==> src/rtl/mult_dot_sequencer.sv <==
// Dot-product sequencer: buffers {last,a,b} operand pairs in a small FIFO, drives an
// external 4x4 multiplier one product at a time and accumulates each vector's sum.
module mult_dot_sequencer #(
  parameter int FIFO_DEPTH   = 4,
  parameter int ACC_W        = 12,
  parameter int BUSY_TIMEOUT = 8
) (
  input  logic             clk,
  input  logic             rst,
  input  logic             in_valid,
  output logic             in_ready,
  input  logic [3:0]       a,
  input  logic [3:0]       b,
  input  logic             last,
  output logic             mul_start,
  output logic [3:0]       mul_in_1,
  output logic [3:0]       mul_in_2,
  input  logic [7:0]       mul_out,
  input  logic             mul_ready,
  output logic             sum_valid,
  output logic [ACC_W-1:0] sum,
  output logic             overflow,
  output logic             err,
  output logic             busy
);

  localparam int PTR_W = (FIFO_DEPTH > 1) ? $clog2(FIFO_DEPTH) : 1;
  localparam int CNT_W = $clog2(BUSY_TIMEOUT + 1);
  localparam logic [CNT_W-1:0] CNT_LAST = CNT_W'(BUSY_TIMEOUT - 1);

  typedef enum logic [2:0] {
    IDLE,
    ISSUE,
    WAIT_BUSY,
    WAIT_DONE,
    ACCUM,
    RESULT
  } state_t;

  typedef struct packed {
    logic       last;
    logic [3:0] a;
    logic [3:0] b;
  } entry_t;

  entry_t           mem [FIFO_DEPTH];
  logic [PTR_W-1:0] wr_ptr;
  logic [PTR_W-1:0] rd_ptr;
  logic [PTR_W:0]   count;
  logic             full;
  logic             empty;
  logic             push;
  logic             pop;
  entry_t           head;

  state_t           state;
  state_t           state_next;
  logic             issue_pop;
  logic             drop_pop;
  logic             timeout;
  logic             last_q;
  logic             discard;
  logic [CNT_W-1:0] busy_cnt;
  logic [7:0]       prod;
  logic [ACC_W-1:0] acc;
  logic             ovf;
  logic [ACC_W:0]   acc_sum;

  assign full     = (count == (PTR_W + 1)'(FIFO_DEPTH));
  assign empty    = (count == '0);
  assign in_ready = !full;
  assign push     = in_valid && in_ready && !rst;
  assign pop      = issue_pop || drop_pop;
  assign head     = mem[rd_ptr];

  // Extra top bit of acc_sum is the carry out of the accumulator.
  assign acc_sum  = {1'b0, acc} + (ACC_W + 1)'(prod);
  assign timeout  = (state == WAIT_BUSY) && mul_ready && (busy_cnt == CNT_LAST);

  assign mul_start = (state == ISSUE);
  assign sum_valid = (state == RESULT);
  assign overflow  = ovf;
  assign busy      = (state != IDLE) || !empty;

  // NOTE: storage array has no reset; count/pointers alone define which entries are valid.
  always_ff @(posedge clk) begin
    if (push) mem[wr_ptr] <= {last, a, b};
  end

  // NOTE: all sequential state uses non-blocking assignments so every register samples pre-edge values.
  always_ff @(posedge clk) begin
    if (rst) begin
      wr_ptr <= '0;
      rd_ptr <= '0;
      count  <= '0;
    end else begin
      if (push) wr_ptr <= wr_ptr + 1'b1;
      if (pop)  rd_ptr <= rd_ptr + 1'b1;
      case ({push, pop})
        2'b10:   count <= count + 1'b1;
        2'b01:   count <= count - 1'b1;
        default: count <= count;
      endcase
    end
  end

  // NOTE: every signal driven here gets a default first so no latch is inferred.
  always_comb begin
    state_next = state;
    issue_pop  = 1'b0;
    drop_pop   = 1'b0;
    unique case (state)
      IDLE: begin
        if (!empty) begin
          if (discard) begin
            drop_pop = 1'b1;
          end else if (mul_ready) begin
            issue_pop  = 1'b1;
            state_next = ISSUE;
          end
        end
      end
      ISSUE:     state_next = WAIT_BUSY;
      WAIT_BUSY: begin
        if (!mul_ready)   state_next = WAIT_DONE;
        else if (timeout) state_next = IDLE;
      end
      WAIT_DONE: if (mul_ready) state_next = ACCUM;
      ACCUM:     state_next = last_q ? RESULT : IDLE;
      RESULT:    state_next = IDLE;
      default:   state_next = IDLE;
    endcase
  end

  always_ff @(posedge clk) begin
    if (rst) begin
      state    <= IDLE;
      mul_in_1 <= '0;
      mul_in_2 <= '0;
      last_q   <= 1'b0;
      discard  <= 1'b0;
      busy_cnt <= '0;
      prod     <= '0;
      acc      <= '0;
      ovf      <= 1'b0;
      sum      <= '0;
      err      <= 1'b0;
    end else begin
      state <= state_next;
      if (issue_pop) begin
        mul_in_1 <= head.a;
        mul_in_2 <= head.b;
        last_q   <= head.last;
      end
      if (drop_pop && head.last) discard <= 1'b0;
      case (state)
        ISSUE: busy_cnt <= '0;
        WAIT_BUSY: begin
          // A multiplier that never goes busy aborts the whole vector.
          if (timeout) begin
            err     <= 1'b1;
            acc     <= '0;
            ovf     <= 1'b0;
            discard <= !last_q;
          end else if (mul_ready) begin
            busy_cnt <= busy_cnt + 1'b1;
          end
        end
        WAIT_DONE: if (mul_ready) prod <= mul_out;
        ACCUM: begin
          acc <= acc_sum[ACC_W-1:0];
          ovf <= ovf | acc_sum[ACC_W];
          if (last_q) sum <= acc_sum[ACC_W-1:0];
        end
        RESULT: begin
          acc <= '0;
          ovf <= 1'b0;
        end
        default: ;
      endcase
    end
  end

endmodule

==> config.mk <==
export PLATFORM = sky130hd
export DESIGN_NAME = mult_dot_sequencer
export DESIGN_NICKNAME = d
export VERILOG_FILES = /design/src/rtl/mult_dot_sequencer.sv
export SDC_FILE = /design/constraint.sdc
export NUM_CORES = 1
export LEC_CHECK = 0
export CAP_MARGIN = 15
export CELL_PAD_IN_SITES_DETAIL_PLACEMENT = 0
export CELL_PAD_IN_SITES_GLOBAL_PLACEMENT = 1
export CORE_ASPECT_RATIO = 1.75
export CORE_MARGIN = 5
export CORE_UTILIZATION = 44
export DETAILED_ROUTE_END_ITERATION = 16
export HOLD_SLACK_MARGIN = 0.1
export PLACE_DENSITY = 0.86
export SYNTH_ARGS = -nofsm -noshare
export SYNTH_HDL_FRONTEND = slang
export SYNTH_SLANG_ARGS = --single-unit
==> constraint.sdc <==
create_clock -name clk -period 3.03 [get_ports clk]
set_clock_uncertainty 0.1 [all_clocks]
set_input_delay 0.606 -clock clk [delete_from_list [all_inputs] [get_ports clk]]
set_output_delay 0.606 -clock clk [all_outputs]
set_load 0.01 [all_outputs]
==> metrics.md <==
| Metric | Value |
|---|---|
| Status | complete, no violations |
| Largest family of logic cells by synthesized area | simple AND/OR/NAND/NOR gates |
| Worst Hold Class | flop to flop |
| Initial detailed-routing violation count | roughly 190 |
| WHS | 0.360 ns |
| Max-Slew Margin vs Limit | 54.5% |
| Chip height | 140 um |
| Number of CTS-inserted buffers | 9 |
| Sequential element share of the synthesized area | 53.6% |
| Port bufs | 46 |
| Count of final hold-check violations | 0 |
| GPL Wtd Cong | 0.810 |
| Hold path depth | 2 |
| Worst Path Arrival | 2.10 ns |
| Synth Instances | 398 |
| Max_cap viols | 0 |
| Initial Util | roughly 45% |
| Post-Syn Nets | 435 |
| Post-synthesis xor/xnor area fraction | between 2 and 2.5% |
| Comb power frac | 20.0% |
| DP HPWL | 6430 um |
| Vias after detailed routing | 3,060 |
| Number of global-route vias before repair | about 3.1k |
| Antenna violations before repair | 0 |
| Critical register-to-register path startpoint | acc[0] |
| Critical Path RT | 2.32 ns |
| Leak pwr | ~0.0018 uW |
| Yosys warnings | 0 |
| DR WL/cell | approximately 16 um |
| GRT Total Usage | ~17% |
| Root Driver | clkbuf_16 |
| Post_cts resized | 0 |
| Clk slew on worst S/H paths | about 0.070 ns |
| # IOs | between 40 and 50 |
| Cell taking the most area after synthesis | dfxtp_1 |
| Flops & latches, synth | between 90 and 100 |
| Mux contribution to synthesized area | just under 7% |
| Post-synthesis compound-gate area fraction | between 10% and 20% |
| Rows | 47 |
| End point of the worst hold path | sum[4] |
| Post-Synth Simple-Gate Area | 17.2% |
| Post-Synthesis Mean Instance Area | about 11 um^2 |
| Int Power | 2480 uW |
| # H-tree levels | 3 |
| Largest fanout on the critical path | 9 |
| CP startpoint | state[0] |
| First-pass GRT wire length | roughly 15,000 um |
| Period minus WS final | about 2.8 ns |
| Seq pwr share | ~45% |
| Count of different cell masters after synthesis | 53 |
| Worst-Margin Slew | 0.682 ns |
| Clk pwr share | a little over a third |
| Max Root-Sink Buffers | 2 |
| Final setup fails | 0 |
| Die ar. | between 10,000 and 15,000 um^2 |
| Layout area overhead | 20.5% |
| CP Launch Type | flop |
| DRT Pass-1 Iters | 4 |
| Async SR Flop Fraction | 0% |
| Layout cell share with drive strength beyond 1 | under 10% |
| # hold bufs at CTS | 0 |
| RSZ-0062 raised after global routing | false |
| Largest net degree at the start of global routing | between 60 and 70 |
| Total setup buffers inserted after CTS | 0 |
| Final Max Tran Viols | 0 |
| Worst reg2reg path depth | 8 |
| Post-synth EDFFs | 36 |
| Sink Count | 96 |
| Net count, final | 478 |
| Reg2Reg Setup Slack | between 0.6 and 0.7 ns |
| DR vias/cell | ~5.4 |
| Area share of the largest cell type after synthesis | between 20 and 30% |
| Adder-cell share of the synthesized area | roughly 5% |
| Core Region | ~9500 um^2 |
| ANT nets after route | 0 |
| Total congestion overflow | 0 |
| Worst Hold Launch | sum[4] |
| Net Sw Frac | approximately 28% |
| Sw power | a little under 1000 uW |
| DRC viols | 0 |
| Worst-Skew Late Latency | 0.35 ns |
| Power Dens Cells | just under 700 nW/um^2 |
| Fmax | 356 MHz |
| WL final | between 9000 and 10,000 um |
| Peak supply drop | 467 uV |
| Crit path kind | flop to primary output |
| ANT cells | 0 |
| Primary FF master, synth | dfxtp_1 |
| CTS tree | built |
| Setup TNS | 0 ns |
| Critical Path Sink Type | primary output |
| Die Width | about 84 um |
| Post-Syn Area | ~4300 um^2 |
| Crit share post-route | about 93% |
| Top cells by area, synth | dfxtp_1, edfxtp_1, mux4_2, nand2_1, a21oi_1 |
| Reg2reg end | overflow |
## critical path, stage by stage, from the launching register on
cell	delay [ns]
dfxtp_1	0.52
nor2b_1	0.48
and2_1	0.22
clkdlybuf4s50_1	0.54
## layout make-up
class / instances / area (um^2)
fill: 839 / 4340
sequential: 96 / 2280
multi-input combinational: 267 / 1820
timing repair buffer: 52 / 500
clock buffer: 10 / 239
tap: 122 / 153
clock inverter: 6 / 78.8
inverter: 15 / 56.3
## synth_stat cells, drive strengths merged, types with 5 or more instances
| cell type | n |
|---|---|
| mux2i | 9 |
| nor3 | 5 |
| and2 | 8 |
| clkbuf | 10 |
| inv | 15 |
| o21ai | 10 |
| edfxtp | 36 |
| mux4 | 9 |
| buf | 10 |
| a21oi | 36 |
| ha | 14 |
| nand3b | 10 |
| dfxtp | 60 |
| nand2 | 48 |
| a211oi | 5 |
| xor2 | 6 |
| nand3 | 13 |
| nor2 | 41 |
| xnor2 | 6 |
## power by group through the flow
stage	combinational [uW]	sequential, uW	clock (uW)
after detailed placement	694	1590	0
final	693	1560	1200
after CTS	700	1570	1230
after global placement	669	1590	0
after floorplan	524	1520	0
after global routing	769	1580	1290
## metal layers
metal / part of all wire (%) / up-vias / track usage [%] / wire length [um]
met5: 0 / - / 0 / 0
met4: 2.1 / 0 / 6.34 / 195
met3: 3.3 / 17 / 3.53 / 312
met2: 55 / 63 / 30.7 / 5170
met1: 39 / 1473 / 18.0 / 3650
li1: - / 1507 / - / -
## cell families after synthesis
| family | after synthesis |
|---|---|
| buffers and inverters | 35 |
| AND/OR/NAND/NOR | 148 |
| adder cells (fa/ha/maj) | 16 |
| AO/OA/AOI/OAI | 73 |
| XOR/XNOR | 12 |
| flip-flops | 96 |
| multiplexers | 18 |
## worst max-delay path by stage
stage / endpoint / slack, ns
3_3_place_gp: count[2] / 0.1
6_report: sum_valid / 0.22
2_1_floorplan: count[2] / 0.46
5_1_grt: sum_valid / 0.08
4_1_cts: sum_valid / 0.21
3_5_place_dp: count[2] / 0.03
## through the flow
stage	util, %	std cells	worst slack (ns)	power (uW)	cell area, um^2
after floorplan	-	398	0.456	2050	4260
after global placement	50.8	552	0.0966	2260	4810
after detailed placement	50.8	552	0.0330	2280	4810
after CTS	54.2	568	0.209	3490	5130
after global routing	54.2	568	0.0751	3640	5130
final	54.2	568	0.223	3460	5130
## registers in the layout, summed over array words and instances, names as in the netlist, 4 cells and up, named ones only
register,flops
busy_cnt,4
sum,12
mem,36
mul_in_2,4
prod,8
mul_in_1,4
acc,12
## placed cells by master (no fill, tap or decap), types with 10 or more instances in the layout
cell and n:
ha_1 14, a21oi_1 35, clkdlybuf4s50_1 45, dfxtp_1 60, nor2_1 39, nand2_1 48, nand3b_1 10, nand3_1 13
edfxtp_1 36, inv_1 15
Note: power is estimated with default switching activity, not from simulation.
